File: src/rtl/stopwatch_pkg.sv
// Shared constants for the board stopwatch: controller state encoding and BCD digit limits.
package stopwatch_pkg;

  localparam logic [1:0] IDLE  = 2'd0;
  localparam logic [1:0] RUN   = 2'd1;
  localparam logic [1:0] PAUSE = 2'd2;
  localparam logic [1:0] LAP   = 2'd3;

  localparam logic [3:0] BCD_NINE  = 4'd9;
  localparam logic [3:0] TENS_FIVE = 4'd5;

endpackage

File: src/rtl/bcd_mod60_counter.sv
// Two-digit BCD counter that wraps from LIMIT to 00 and flags the carry on that step.
module bcd_mod60_counter
  import stopwatch_pkg::*;
#(
  parameter int unsigned LIMIT = 59
) (
  input  logic       clk,
  input  logic       rst,
  input  logic       en,
  input  logic       clr,
  output logic [3:0] tens,
  output logic [3:0] ones,
  output logic       carry_out
);

  localparam logic [3:0] LIMIT_TENS = 4'(LIMIT / 10);
  localparam logic [3:0] LIMIT_ONES = 4'(LIMIT % 10);

  logic at_limit;

  assign at_limit  = (tens == LIMIT_TENS) && (ones == LIMIT_ONES);
  assign carry_out = en && at_limit;

  // NOTE: state registers use non-blocking assignments so every flop samples pre-edge values.
  always_ff @(posedge clk or negedge rst) begin
    if (!rst) begin
      tens <= '0;
      ones <= '0;
    end else if (clr) begin
      tens <= '0;
      ones <= '0;
    end else if (en) begin
      if (at_limit) begin
        tens <= '0;
        ones <= '0;
      end else if (ones == BCD_NINE) begin
        ones <= '0;
        // Tens never exceeds five in a mod-60 field; saturate back to zero defensively.
        tens <= (tens >= TENS_FIVE) ? 4'd0 : tens + 4'd1;
      end else begin
        ones <= ones + 4'd1;
      end
    end
  end

endmodule

File: src/rtl/stopwatch_controller.sv
// Run/pause/lap/clear sequencer for the stopwatch: button sync, FSM, BCD count and lap snapshot.
module stopwatch_controller
  import stopwatch_pkg::*;
#(
  parameter int unsigned SYNC_STAGES = 2,
  parameter int unsigned SEC_LIMIT   = 59,
  parameter int unsigned MIN_LIMIT   = 59
) (
  input  logic       clk,
  input  logic       rst,
  input  logic       tick,
  input  logic       btn_ss,
  input  logic       btn_lap,
  input  logic       btn_clr,
  output logic [7:0] disp_sec,
  output logic [7:0] disp_min,
  output logic       running,
  output logic       lap_active,
  output logic       wrap
);

  // Button bit order everywhere: {clr, ss, lap}.
  logic [SYNC_STAGES-1:0][2:0] sync;
  logic [2:0]                  btn_prev;
  logic [2:0]                  btn_evt;

  logic [1:0] state;
  logic [1:0] next_state;
  logic       sel_clr, sel_ss, sel_lap;
  logic       count_en, clear, snap_load;

  logic [3:0] sec_tens, sec_ones, min_tens, min_ones;
  logic       sec_carry, min_carry;
  logic [7:0] snap_sec, snap_min;
  logic       wrap_d;

  always_ff @(posedge clk or negedge rst) begin
    if (!rst) begin
      sync     <= '0;
      btn_prev <= '0;
    end else begin
      sync     <= {sync[SYNC_STAGES-2:0], {btn_clr, btn_ss, btn_lap}};
      btn_prev <= sync[SYNC_STAGES-1];
    end
  end

  assign btn_evt = sync[SYNC_STAGES-1] & ~btn_prev;

  // Only the highest-priority event of a cycle is acted on; the rest are dropped.
  assign sel_clr = btn_evt[2];
  assign sel_ss  = btn_evt[1] && !btn_evt[2];
  assign sel_lap = btn_evt[0] && !btn_evt[1] && !btn_evt[2];

  // NOTE: every combinational output gets a default first so no path can infer a latch.
  always_comb begin
    next_state = state;
    case (state)
      IDLE:    if (sel_ss) next_state = RUN;
      RUN:     if (sel_ss) next_state = PAUSE;
               else if (sel_lap) next_state = LAP;
      LAP:     if (sel_ss) next_state = PAUSE;
               else if (sel_lap) next_state = RUN;
      PAUSE:   if (sel_clr) next_state = IDLE;
               else if (sel_ss) next_state = RUN;
      default: next_state = IDLE;
    endcase
  end

  assign count_en  = tick && (state == RUN || state == LAP);
  assign clear     = sel_clr && (state == PAUSE);
  assign snap_load = sel_lap && (state == RUN);

  bcd_mod60_counter #(.LIMIT(SEC_LIMIT)) u_sec (
    .clk       (clk),
    .rst       (rst),
    .en        (count_en),
    .clr       (clear),
    .tens      (sec_tens),
    .ones      (sec_ones),
    .carry_out (sec_carry)
  );

  bcd_mod60_counter #(.LIMIT(MIN_LIMIT)) u_min (
    .clk       (clk),
    .rst       (rst),
    .en        (sec_carry),
    .clr       (clear),
    .tens      (min_tens),
    .ones      (min_ones),
    .carry_out (min_carry)
  );

  // NOTE: the lap snapshot is reset like any other state register so the display is defined after reset.
  always_ff @(posedge clk or negedge rst) begin
    if (!rst) begin
      state      <= IDLE;
      snap_sec   <= '0;
      snap_min   <= '0;
      wrap_d     <= 1'b0;
      wrap       <= 1'b0;
      disp_sec   <= '0;
      disp_min   <= '0;
      running    <= 1'b0;
      lap_active <= 1'b0;
    end else begin
      state <= next_state;
      if (clear) begin
        snap_sec <= '0;
        snap_min <= '0;
      end else if (snap_load) begin
        snap_sec <= {sec_tens, sec_ones};
        snap_min <= {min_tens, min_ones};
      end
      // Delayed one stage so the pulse lines up with the 00:00 display.
      wrap_d     <= min_carry && !clear;
      wrap       <= wrap_d;
      disp_sec   <= (state == LAP) ? snap_sec : {sec_tens, sec_ones};
      disp_min   <= (state == LAP) ? snap_min : {min_tens, min_ones};
      running    <= (state == RUN) || (state == LAP);
      lap_active <= (state == LAP);
    end
  end

endmodule

File: config.mk
export PLATFORM = sky130hd
export DESIGN_NAME = stopwatch_controller
export DESIGN_NICKNAME = d
export VERILOG_FILES = /design/src/rtl/stopwatch_pkg.sv /design/src/rtl/bcd_mod60_counter.sv /design/src/rtl/stopwatch_controller.sv
export SDC_FILE = /design/constraint.sdc
export NUM_CORES = 1
export LEC_CHECK = 0
export ABC_AREA = 1
export BUFFER_PORTS_ARGS = -buffer_cell sky130_fd_sc_hd__buf_2
export CAP_MARGIN = 20
export CORE_UTILIZATION = 30
export CTS_CLUSTER_DIAMETER = 100
export DETAILED_ROUTE_END_ITERATION = 10
export GPL_TIMING_DRIVEN = 0
export SETUP_SLACK_MARGIN = 0.2
export SLEW_MARGIN = 20
export SYNTH_ARGS = -nofsm -noshare
export SYNTH_HDL_FRONTEND = slang
export SYNTH_HIERARCHICAL = 1
export SYNTH_SLANG_ARGS = --single-unit
File: constraint.sdc
create_clock -name clk -period 1.83 [get_ports clk]
set_clock_uncertainty 0.05 [all_clocks]
set_input_delay 0.183 -clock clk [delete_from_list [all_inputs] [get_ports clk]]
set_output_delay 0.183 -clock clk [all_outputs]
set_load 0.005 [all_outputs]
* After elaboration in Yosys (flattened, before gate mapping)
Cells that the tools add are included.
Storage, ports and cells: bits in registers 63, logic and storage cells 88, bits of input ports 6, output and inout port bits 19
Operators by class: muxes and demuxes 31, bitwise gates (word level) 2, equality and inequality tests 9, reduce and logical (&&, ||, !) cells 24, $lt $le $gt $ge 2, add/sub/neg operators 4
Operator list (count):
- 4-bit 2-to-1 mux | 18
- 8-bit 2-to-1 mux | 6
- 4-bit by 1-bit adder with 4-bit output (second input constant) | 4
- 2-bit 2-to-1 mux | 6
- 1-bit logical AND | 11
- 4-bit by 3-bit equality test with 1-bit output (second input constant) | 2
- 4-bit equality test (second input constant) | 2
- 4-bit by 3-bit >= comparator with 1-bit output (second input constant) | 2
- 2-bit case mux with 4 select lines | 1
- 3-bit inequality test (second input constant) | 2
- 2-bit AND reduction | 3
- 2-bit nonzero test | 3
- 3-bit nonzero test | 2
- 2-bit equality test (second input constant) | 2
- 3-bit bitwise AND | 1
- 1-bit logical NOT | 3
- 3-bit inverter | 1
- 2-bit by 1-bit equality test with 1-bit output (second input constant) | 1
- 2-bit logical NOT | 1
- 1-bit logical OR | 1

* Longest topological paths before layout
Gate-level depths: netlist (run 1).
depth after elaboration 8, gate-level depth with buffers 12, mapped depth without buffers 12

* Cells and area by module
Netlist (run 1), hierarchy kept.
Modules (own cells, without submodules):
- stopwatch_controller | sequential area each 1176.1 sq um, cells an instance 184, area each 1813.0 sq um, instances 1
- bcd_mod60_counter | sequential area each 200.2 sq um, cells an instance 61, area each 505.5 sq um, instances 2

* Worst setup path after synthesis (run 1)
No wires, ideal clock.
kind register to register, start point reg u_sec.ones[1], end point reg u_min.tens[3], setup slack 267 ps, arrival time 1400 ps, path buffers 0, period minus slack after synthesis 1563 ps, required time 1667 ps, library setup time 113 ps, cell stages (with the launch flop) 12, path through dfrtp_1 > inv_1 > ha_1 > nand3_2 > nor3_1 > inv_1 > nand2_4 > nand2_4 > inv_4 > nand2_1 > nand2_1 > inv_1
Between the ends: word-level cells in the longest chain between the ends 5
RTL lines:
- from (decl) | RTL line bcd_mod60_counter.sv:12 | output logic [3:0] ones,
- from (signal assigned) | RTL line bcd_mod60_counter.sv:41 | ones <= ones + 4'd1;
- 4-bit equality test | RTL line bcd_mod60_counter.sv:21 | assign at_limit = (tens == LIMIT_TENS) && (ones == LIMIT_ONES);
- 1-bit logical AND | RTL line bcd_mod60_counter.sv:21
- 1-bit logical AND | RTL line bcd_mod60_counter.sv:22 | assign carry_out = en && at_limit;
- named net sec_carry | RTL line stopwatch_controller.sv:33 | logic sec_carry, min_carry;
- 2-bit nonzero test (no line)
- 2-bit AND reduction (no line)
- to (signal assigned) | RTL line bcd_mod60_counter.sv:39 | tens <= (tens >= TENS_FIVE) ? 4'd0 : tens + 4'd1;
- to (decl) | RTL line bcd_mod60_counter.sv:11 | output logic [3:0] tens,
The timed path passes the listed nets, and every way through them passes these cells. A chain may end at the register's enable or synchronous reset.

* Worst setup path in the final report (run 1)
start point reg state[0], end point reg u_min.tens[3]
Between the ends: word-level cells in the longest chain between the ends 6, elaborated cells between the ends (all ways) 11, classes of those cells eq/ne (3); mux (1); reduce/logical (7)
RTL lines:
- from (decl) | RTL line stopwatch_controller.sv:27 | logic [1:0] state;
- from (signal assigned) | RTL line stopwatch_controller.sv:106 | state <= next_state;
- 2-bit by 1-bit equality test with 1-bit output or 2-bit equality test (tied branches) | RTL line stopwatch_controller.sv:69 | assign count_en = tick && (state == RUN || state == LAP);
- 1-bit logical OR (*) | RTL line stopwatch_controller.sv:69
- 1-bit logical AND (*) | RTL line stopwatch_controller.sv:69
- named net count_en | RTL line stopwatch_controller.sv:30 | logic count_en, clear, snap_load;
- 1-bit logical AND (*) | RTL line bcd_mod60_counter.sv:22
- named net sec_carry | RTL line stopwatch_controller.sv:33
- 2-bit nonzero test (no line) (*)
- 2-bit AND reduction (no line) (*)
The timed path passes the listed nets; every way through them passes the cells marked *.

==> results of run 1 <==
[routing by layer]
layer  vias to the layer above  wire [um]  global-route usage (%)
met1                       998       2550                    14.9
met4                         0         68                    4.71
met2                        36       2660                    19.3
li1                       1067          -                       -
met5                         -          0                       0
met3                         6        253                    4.26
[cell usage in the layout, fill, tap and decap left out, drive strengths merged, types with 4 or more instances in the layout]
cell | synthesis | layout
buf | 6 | 45
clkbuf | 1 | 14
dfrtp | 63 | 63
dlygate4sd3 | 0 | 4
ha | 10 | 10
inv | 32 | 32
nand2 | 118 | 118
nand3 | 44 | 44
nor2 | 14 | 14
o21ai | 4 | 4
xor2 | 5 | 5
[repair_timing]
| item | CTS | global route |
|---|---|---|
| pin swaps | 1 | 4 |
| resized for setup | 11 | 7 |
| setup endpoints to repair | 14 | 12 |
| setup buffers | 3 | 11 |
| hold endpoints to repair | 66 | 0 |
| hold buffers | 4 | 0 |
[worst paths after layout]
check	from	endpoint	slack, ps	cells past startpoint
max	state[0]$_DFFE_PN0P_	u_min/tens[3]$_DFFE_PN0P_	300	12
min	rst	sync[4]$_DFF_PN0_	210	2
max reg2reg	state[0]$_DFFE_PN0P_	u_min/tens[3]$_DFFE_PN0P_	300	12
min reg2reg	wrap_d$_DFF_PN0_	wrap$_DFF_PN0_	300	0
max in group asynchronous	rst	u_sec/ones[0]$_DFFE_PN0P_	1010	3
min in group clk	tick	u_sec/ones[1]$_DFFE_PN0P_	260	5
[cells in the mapped netlist, drive strengths merged]
master,instances,area [um^2]
xnor2,2,17.5
ha,10,125
xor2,5,43.8
nor3,2,10.0
nand2,118,488
nand3,44,235
nor2,14,78.8
clkbuf,1,3.75
buf,6,51.3
o22ai,2,12.5
nand4,3,33.8
dfrtp,63,1580
inv,32,128
o21ai,4,20.0
[cell type report]
class                           instances  area [um^2]  share of cell area [%]
Tap cell                              111          139                    3.92
Clock buffer                           13          159                    4.49
Timing Repair Buffer                   43          295                    8.34
Clock inverter                          3         65.1                    1.84
Inverter                               32          130                    3.68
Sequential cell                        63         1580                    44.6
Buffer                                  7         55.1                    1.56
Multi-Input combinational cell        204         1120                    31.6
[metrics by stage]
step                      hold WS, ps  setup TNS [ps]  power (mW)  cells
after floorplan                  -163               0        2.50    306
after global placement            242            -139        2.79    441
after detailed placement         33.8            -101        2.82    442
after CTS                         204               0        4.25    465
after global routing              227               0        4.60    476
final                             210               0        4.32    476
[report_power, final]
| part | leakage [nW] | internal (mW) | switching [mW] |
|---|---|---|---|
| combinational | 0.995 | 0.474 | 0.680 |
| sequential | 0.822 | 1.64 | 0.167 |
| clock | 0.114 | 0.841 | 0.517 |
| total | 1.93 | 2.96 | 1.36 |
[logic make-up after synthesis]
group	synth area share, %
AO/OA/AOI/OAI	1.15
XOR/XNOR	2.17
adder cells (fa/ha/maj)	4.43
buffers and inverters	6.47
flip-flops	55.8
AND/OR/NAND/NOR	30.0
[registers in the layout, summed over array words and instances, names as in the netlist]
register and flops:
btn_prev 3, disp_min 8, disp_sec 8, lap_active 1
running 1, snap_min 8, snap_sec 8, state 2
sync 6, u_min/ones 4, u_min/tens 4, u_sec/ones 4
u_sec/tens 4, wrap 1, wrap_d 1
==> impl_metrics.csv, run 1 <==
group,metric,value,unit
synthesis,syn-num-nets,322,
power,ir_drop,0.000394,V
synthesis,syn_area,2820,um^2
worst_setup_path,critPathLaunchType,"register",
worst_setup_path,slowest_stage,"dfrtp_1",
detailed_routing,dr.pass1.iters,4,
global_route,grt_max_degree,46,
sta,min_period_over_period,83.7,%
placed_design,dpl_worst_slack,-70.4,ps
detailed_routing,initialDrtViolationCount,99,
clock_network,h-tree-depth,3,
power,power_leakage,1.93,nW
worst_setup_path,crit_family,"simple AND/OR/NAND/NOR gates",
job,drv_cap,0,
worst_setup_path,required,2020,ps
detailed_routing,post_drt_wl_per_cell,11.6,um
sta,hold_violations,0,
synthesis,ys_types,26,
clock_network,cts-root-buf,"clkbuf_8",
synthesis,seq_area_frac_synth,55.8,%
floorplanning,die_area,9800,um^2
sta,setup_viol_count_final,0,
global_route,grt_use_total,12.1,%
clock_network,cts_tree,"done",
outcome,outcome,"complete, no violations",
detailed_routing,routed_via_density,4.43,
synthesis,ys_seq_elements,63,
placed_design,place_area,3110,um^2
sta,rsz0062_at_grt,"no",
floorplanning,die_h,99.0,um
finish,utilization,38.5,%
detailed_routing,vias,2107,
worst_setup_path,cp_max_fo,7,
finish,nFillCells,905,
detailed_routing,drcViolationCount,0,
sta,tightest_slew,271,ps
power,p_per_area,1220,nW/um^2
global_route,grt_pass1_wl,9110,um
worst_setup_path,arrival,1720,ps
global_route,antenna_found_initial,0,
worst_setup_path,crit_path_end_kind,"register",
synthesis,ys_warn_count,6,
finish,n_antenna_cell,0,
floorplanning,start_util,30.7,%
synthesis,syn_inst,306,
sta,layout_setup_ws,298,ps
finish,nets,376,
sta,maxSlewHeadroom,82.0,%
floorplanning,num_io_pins,25,
finish,finalInstanceArea,3540,um^2
clock_network,clk_pin_slew,70,ps
worst_setup_path,critPathKind,"register to register",
detailed_routing,antenna_left,0,
clock_network,cts_made_buffers,9,
sta,fin_crit,1530,ps
synthesis,syn-mean-instance-area,9.23,um^2
global_route,grt_overflow,0,
global_route,grt_pass1_vias,1948,
sta,max_freq,0.653,GHz
worst_setup_path,critical_path_buf_inv_count,6,
finish,syn_to_final_growth,25.3,%
clock_network,clk_latency,340,ps
floorplanning,die_w,99.0,um
placed_design,portBuffers,24,
finish,layout-drive-gt1-share,26.3,%
clock_network,clockBufferDepth,2,
floorplanning,fp.coreArea,9200,um^2
sta,maxSlewViolCount,0,
worst_setup_path,crit_chain,"buf_6 > nand2_1 > inv_2 > inv_2 > nor3_4 > inv_2 > nand2_4 > nand2_4 > inv_4 > nand2_1 > nand2_1 > inv_1",
hold_path,hp-class,"primary input to async pin",
floorplanning,num_rows,35,
clock_network,clock-sinks,63,
placed_design,gp_congestion,0.814,
worst_setup_path,critPathMaxStageDelay,340,ps
placed_design,dp_hpwl,3610,um
detailed_routing,routed_wl,5520,um
No activity file was read; power rests on OpenSTA's default activity.
==> inputs of run 2 (changes only) <==
- clock period: 1.83 -> 1.3 ns (I/O delays scaled with it)
==> run 2 against run 1 <==
Compared with the run above:
- the flow now finishes with violations (setup timing)
- total power up 67%
- clock power up 35%
- sequential share of layout area down 6.6 points
- largest cell class unchanged
==> impl_metrics.csv, run 2 (synthesized netlist as in run 1, its figures left out) <==
group,metric,value,unit
outcome,outcome,"finished, violations left",
outcome,violations,"setup timing",
floorplanning,num_rows,35,
worst_setup_path,required,1490,ps
placed_design,portBuffers,24,
clock_network,h-tree-depth,3,
sta,rsz0062_at_grt,"yes",
worst_setup_path,critical_path_buf_inv_count,4,
power,p_per_area,1730,nW/um^2
worst_setup_path,path_depth,11,
placed_design,dp.cells,442,
finish,fin_cells,498,
placed_design,dpl_worst_slack,-482,ps
detailed_routing,routed_via_density,4.47,
floorplanning,start_util,30.7,%
clock_network,clk_latency,350,ps
global_route,grt_max_degree,41,
job,drv_cap,0,
global_route,grt_overflow,0,
sta,min_period_over_period,117,%
sta,hold_violations,0,
finish,final_common_cell,"nand2_1",
clock_network,clockBufferDepth,2,
worst_setup_path,critPathKind,"register to register",
finish,layout-drive-gt1-share,47.0,%
finish,utilization,45.3,%
clock_network,clk_pin_slew,80,ps
finish,nets,399,
worst_setup_path,crit_path_end_kind,"register",
worst_setup_path,r2r_slack,-220,ps
global_route,grt_use_total,13.5,%
global_route,antenna_found_initial,0,
clock_network,cts_made_buffers,9,
detailed_routing,vias,2225,
detailed_routing,dr.pass1.iters,4,
power,power_leakage,2.22,nW
sta,fin_crit,1520,ps
worst_setup_path,crit_family,"simple AND/OR/NAND/NOR gates",
clock_network,cts_tree,"done",
floorplanning,die_area,9800,um^2
worst_setup_path,crit_chain,"inv_4 > ha_4 > nand3_4 > nor3_4 > inv_2 > nand2_4 > nand2_4 > inv_4 > nand2_1 > nand2_1 > inv_1",
placed_design,gp_congestion,0.789,
sta,layout_setup_ws,-220,ps
global_route,grt_pass1_vias,2207,
clock_network,clock-sinks,63,
worst_setup_path,worstSetupStartpoint,"u_sec/tens[1]$_DFFE_PN0P_",
worst_setup_path,rr_startpoint,"u_sec/tens[1]$_DFFE_PN0P_",
hold_path,hp-class,"primary input to register",
sta,max_freq,0.658,GHz
sta,maxSlewViolCount,0,
detailed_routing,post_drt_wl_per_cell,12.9,um
worst_setup_path,critPathLaunchType,"register",
sta,setup_viol_count_final,48,
sta,tightest_slew,319,ps
power,ir_drop,0.000682,V
worst_setup_path,critPathMaxStageDelay,420,ps
detailed_routing,initialDrtViolationCount,96,
worst_setup_path,r2r-end,"u_min/tens[3]$_DFFE_PN0P_",
worst_setup_path,cp_max_fo,5,
clock_network,cts-root-buf,"clkbuf_8",
floorplanning,die_w,99.0,um
floorplanning,num_io_pins,25,
detailed_routing,routed_wl,6400,um
detailed_routing,drcViolationCount,0,
global_route,grt_pass1_wl,10300,um
worst_setup_path,arrival,1710,ps
finish,seq_area,1580,um^2
finish,n_antenna_cell,0,
worst_setup_path,slowest_stage,"dfrtp_2",
placed_design,dp_hpwl,3660,um
worst_setup_path,crit_end,"u_min/tens[3]$_DFFE_PN0P_",
worst_setup_path,reg2reg_depth,11,
finish,multi_input_area,1410,um^2
finish,syn_to_final_growth,47.4,%
detailed_routing,antenna_left,0,
finish,nFillCells,839,
floorplanning,die_h,99.0,um
finish,final_cell_mix,"76 x nand2_1, 58 x dfrtp_1, 26 x nand3_1",
sta,maxSlewHeadroom,78.7,%
sta,whs,155,ps
floorplanning,fp.coreArea,9200,um^2
## run 2: changes by cell type in the layout (fill, tap and decap cells not counted), moves of 7 or more
cell,previous run,this run
nand2_4,4,15
inv_1,20,13
buf_4,17,24
buf_6,1,10
nand3_1,40,26
nand2_1,108,76
nand2_2,6,25
nand3_2,3,15
## run 2: per-layer routing
| metal | track usage [%] | up-vias | share of wire [%] |
|---|---|---|---|
| met2 | 22.4 | 29 | 51 |
| met5 | 0 | - | 0 |
| met4 | 7.46 | 0 | 1.8 |
| li1 | - | 1112 | - |
| met1 | 16.0 | 1072 | 44 |
| met3 | 3.55 | 12 | 2.8 |
## run 2: area by class of cell
class | count | area share, %
Tap cell | 111 | 3.34
Inverter | 32 | 3.91
Buffer | 7 | 2.10
Clock inverter | 6 | 2.07
Multi-Input combinational cell | 204 | 33.9
Sequential cell | 63 | 38.0
Clock buffer | 9 | 2.98
Timing Repair Buffer | 66 | 13.7
## run 2: worst min-delay path by stage
stage / from / to / slack (ps) / cells past startpoint
floorplan: rst / btn_prev[0]$_DFF_PN0_ / -220 / 0
global placement: btn_clr / sync[2]$_DFF_PN0_ / 190 / 1
detailed placement: rst / btn_prev[2]$_DFF_PN0_ / 3 / 1
CTS: tick / u_sec/ones[0]$_DFFE_PN0P_ / 130 / 5
global route: tick / u_sec/ones[0]$_DFFE_PN0P_ / 170 / 5
finish: tick / u_sec/ones[0]$_DFFE_PN0P_ / 150 / 5
## run 2: worst register-to-register path: stages, from the launching register on
cell     delay, ps
dfrtp_2        420
inv_4           70
ha_4           130
nand3_4         80
nor3_4         210
inv_2           90
nand2_4         90
nand2_4         70
inv_4           70
nand2_1         50
nand2_1         50
inv_1           30
## run 2: power breakdown
part	total, mW	internal, mW	leakage (nW)	switching (mW)
Sequential	2.57	2.31	0.818	0.253
Combinational	2.79	1.34	1.30	1.45
Clock	1.84	1.06	0.105	0.772
## run 2: what timing repair did
action / CTS / global route
setup endpoints to repair: 45 / 51
resized for setup: 38 / 72
pin swaps: 13 / 22
cloned: 0 / 2
buffers inserted: 21 / 14
hold endpoints to repair: 66 / 0
hold buffers: 4 / 0
## run 2: metrics by stage
step | setup TNS (ps) | total power, mW | cell area [um^2]
global route | -9600 | 7.56 | 4160
finish | -6540 | 7.20 | 4160
CTS | -2890 | 6.39 | 3760
detailed placement | -3930 | 4.08 | 3210
floorplan | -1050 | 3.63 | 2930
global placement | -13940 | 4.04 | 3190
==> inputs of run 3 (changes only) <==
- BUFFER_PORTS_ARGS: -buffer_cell sky130_fd_sc_hd__buf_2 -> unset
- DONT_BUFFER_PORTS: unset -> 1
- RECOVER_POWER: unset -> 25
- SYNTH_HIERARCHICAL: 1 -> unset
==> run 3 against run 2 <==
Compared with the run above:
- the flow finishes with violations (DRC, hold timing, setup timing)
- total power fell by 18%
- global-route usage fell by 0.52 points
- critical path type unchanged
- fmax up 7.4%
- cell count is 8.8% lower
- via count shrank 6.3%
- die area decreased by 2.8%
==> impl_metrics.csv, run 3 <==
group,metric,value,unit
sta,hold_violations,63,
synthesis,seq_area_frac_synth,57.5,%
synthesis,syn-num-nets,324,
clock_network,clk_latency,340,ps
floorplanning,die_area,9530,um^2
clock_network,cts-root-buf,"clkbuf_8",
detailed_routing,routed_via_density,4.59,
clock_network,cts_tree,"done",
sta,min_period_over_period,109,%
clock_network,cts_made_buffers,9,
synthesis,syn_area,2740,um^2
worst_setup_path,cp_max_fo,5,
global_route,grt_overflow,0,
global_route,grt_pass1_wl,9520,um
global_route,grt_pass1_vias,2015,
synthesis,synthArstFlopShare,100,%
detailed_routing,drcViolationCount,4,
job,drv_cap,0,
synthesis,ys_types,22,
detailed_routing,initialDrtViolationCount,75,
placed_design,portBuffers,0,
hold_path,hp-class,"primary input to async pin",
finish,fin_cells,454,
worst_setup_path,critPathLaunchType,"register",
clock_network,clock-sinks,63,
floorplanning,fp.coreArea,8810,um^2
sta,max_freq,0.707,GHz
sta,maxSlewViolCount,0,
synthesis,synth_xor_area_share,0.638,%
finish,syn_to_final_growth,27.0,%
synthesis,ys_warn_count,0,
synthesis,synth_top_family_by_area,"simple AND/OR/NAND/NOR gates",
synthesis,synth_compound_area_share,8.89,%
clock_network,clk_pin_slew,70,ps
placed_design,dp.cells,418,
synthesis,synth_top_area_share,57.5,%
synthesis,synthFlopType,"dfrtp_1",
detailed_routing,antenna_left,0,
sta,setup_viol_count_final,13,
sta,whs,-572,ps
synthesis,synth_fa_ha_area_share,3.65,%
synthesis,synth_mux_area_share,0,%
floorplanning,num_rows,34,
global_route,antenna_found_initial,0,
synthesis,ys_seq_elements,63,
finish,final_cell_mix,"78 x nand2_1, 58 x dfrtp_1, 41 x inv_1",
floorplanning,die_w,97.6,um
floorplanning,start_util,31.2,%
synthesis,synth_common_cells,"86 x nand2_1, 63 x dfrtp_1, 46 x inv_1",
placed_design,dp_hpwl,3560,um
finish,nets,356,
global_route,grt_max_degree,64,
worst_setup_path,critPathKind,"register to register",
finish,n_antenna_cell,0,
synthesis,synth-edff-count,0,
sta,rsz0062_at_grt,"yes",
synthesis,synth_largest_area_cell,"dfrtp_1",
detailed_routing,post_drt_wl_per_cell,12.5,um
outcome,violations,"DRC, hold timing, setup timing",
detailed_routing,dr.pass1.iters,9,
worst_setup_path,crit_path_end_kind,"register",
sta,fin_crit,1410,ps
power,p_per_area,1700,nW/um^2
sta,maxSlewHeadroom,76.9,%
synthesis,yosys-top-cells-area,"dfrtp_1 57%, nand2_1 12%, o21ai_0 6.6%",
detailed_routing,routed_wl,5680,um
floorplanning,num_io_pins,25,
clock_network,clockBufferDepth,2,
outcome,outcome,"finished, violations left",
synthesis,syn_inst,310,
worst_setup_path,rr_startpoint,"u_sec.tens[1]$_DFFE_PN0P_",
synthesis,syn-mean-instance-area,8.85,um^2
worst_setup_path,required,1480,ps
clock_network,h-tree-depth,3,
power,power_leakage,1.71,nW
finish,final_common_cell,"nand2_1",
sta,tns,-1030,ps
synthesis,yosys.area_share.simple,20.8,%
detailed_routing,vias,2084,
sta,tightest_slew,346,ps
global_route,grt_use_total,13.0,%
power,ir_drop,0.000540,V
finish,layout-drive-gt1-share,27.7,%
floorplanning,die_h,97.6,um
worst_setup_path,arrival,1600,ps
worst_setup_path,worstSetupStartpoint,"u_sec.tens[1]$_DFFE_PN0P_",
clock_network,cts.hold.buffers_added,3,
placed_design,dpl_worst_slack,-264,ps
sta,layout_setup_ws,-115,ps
synthesis,yosysMostFrequentCell,"nand2_1",
placed_design,gp_congestion,0.788,
==> run 3: report_power, final <==
group / internal, mW / switching [mW] / total, mW
clock: 0.830 / 0.716 / 1.55
sequential: 2.35 / 0.257 / 2.60
combinational: 0.750 / 1.03 / 1.78
total: 3.93 / 2.00 / 5.93
==> run 3: through the flow <==
step / area, um^2 / util, % / total power [mW]
2_1_floorplan: 2780 / - / 3.48
3_3_place_gp: 2920 / 33.1 / 3.77
3_5_place_dp: 2920 / 33.1 / 3.82
4_1_cts: 3330 / 37.8 / 5.69
5_1_grt: 3490 / 39.6 / 6.35
6_report: 3490 / 39.6 / 5.93
==> run 3: critical path: stages (launching register included) <==
cell and delay [ps]:
dfrtp_1 390, inv_2 90, ha_4 130, inv_1 60, nor2_4 130, nand3_2 150
nand2_4 130, nand2_4 60, nand2_1 60, nand2_1 50
==> run 3: repair_timing <==
item / 4_1_cts / 5_1_grt
buffers inserted: 12 / 4
gates cloned: 1 / 1
resized for setup: 30 / 44
hold endpoints to repair: 66 / 63
endpoints found under the setup margin: 51 / 51
pin swaps: 12 / 8
==> run 3: layout make-up <==
class	count	area, um^2
Fill cell	844	5320
Sequential cell	63	1580
Multi-Input combinational cell	191	1160
Inverter	47	179
Timing Repair Buffer	21	178
Clock buffer	12	165
Tap cell	108	135
Buffer	9	71.3
Clock inverter	3	17.5
==> run 3: kinds of logic (layout without fill, tap and decap cells) <==
group / Yosys count / after routing
AND/OR/NAND/NOR: 136 / 136
AO/OA/AOI/OAI: 45 / 45
adder cells (fa/ha/maj): 8 / 8
buffers and inverters: 56 / 92
XOR/XNOR: 2 / 2
flip-flops: 63 / 63
==> run 3: worst paths after layout <==
path | to | slack (ps) | cells past startpoint
worst min-delay path | disp_min[7]$_DFF_PN0_ | -570 | 0
worst max register to register | u_min.tens[2]$_DFFE_PN0P_ | -110 | 9
min in group clk | u_sec.ones[1]$_DFFE_PN0P_ | 80 | 3
worst max-delay path | u_min.tens[2]$_DFFE_PN0P_ | -110 | 9
max in group asynchronous | u_sec.tens[0]$_DFFE_PN0P_ | 1670 | 0
worst min register to register | sync[3]$_DFF_PN0_ | 300 | 0
==> run 3: metal layers <==
metal	share of wire, %	track usage (%)	wire [um]
met1	44	15.0	2520
met2	49	21.7	2790
met3	3.3	4.53	189
met4	3.1	5.94	176
met5	0	0	0
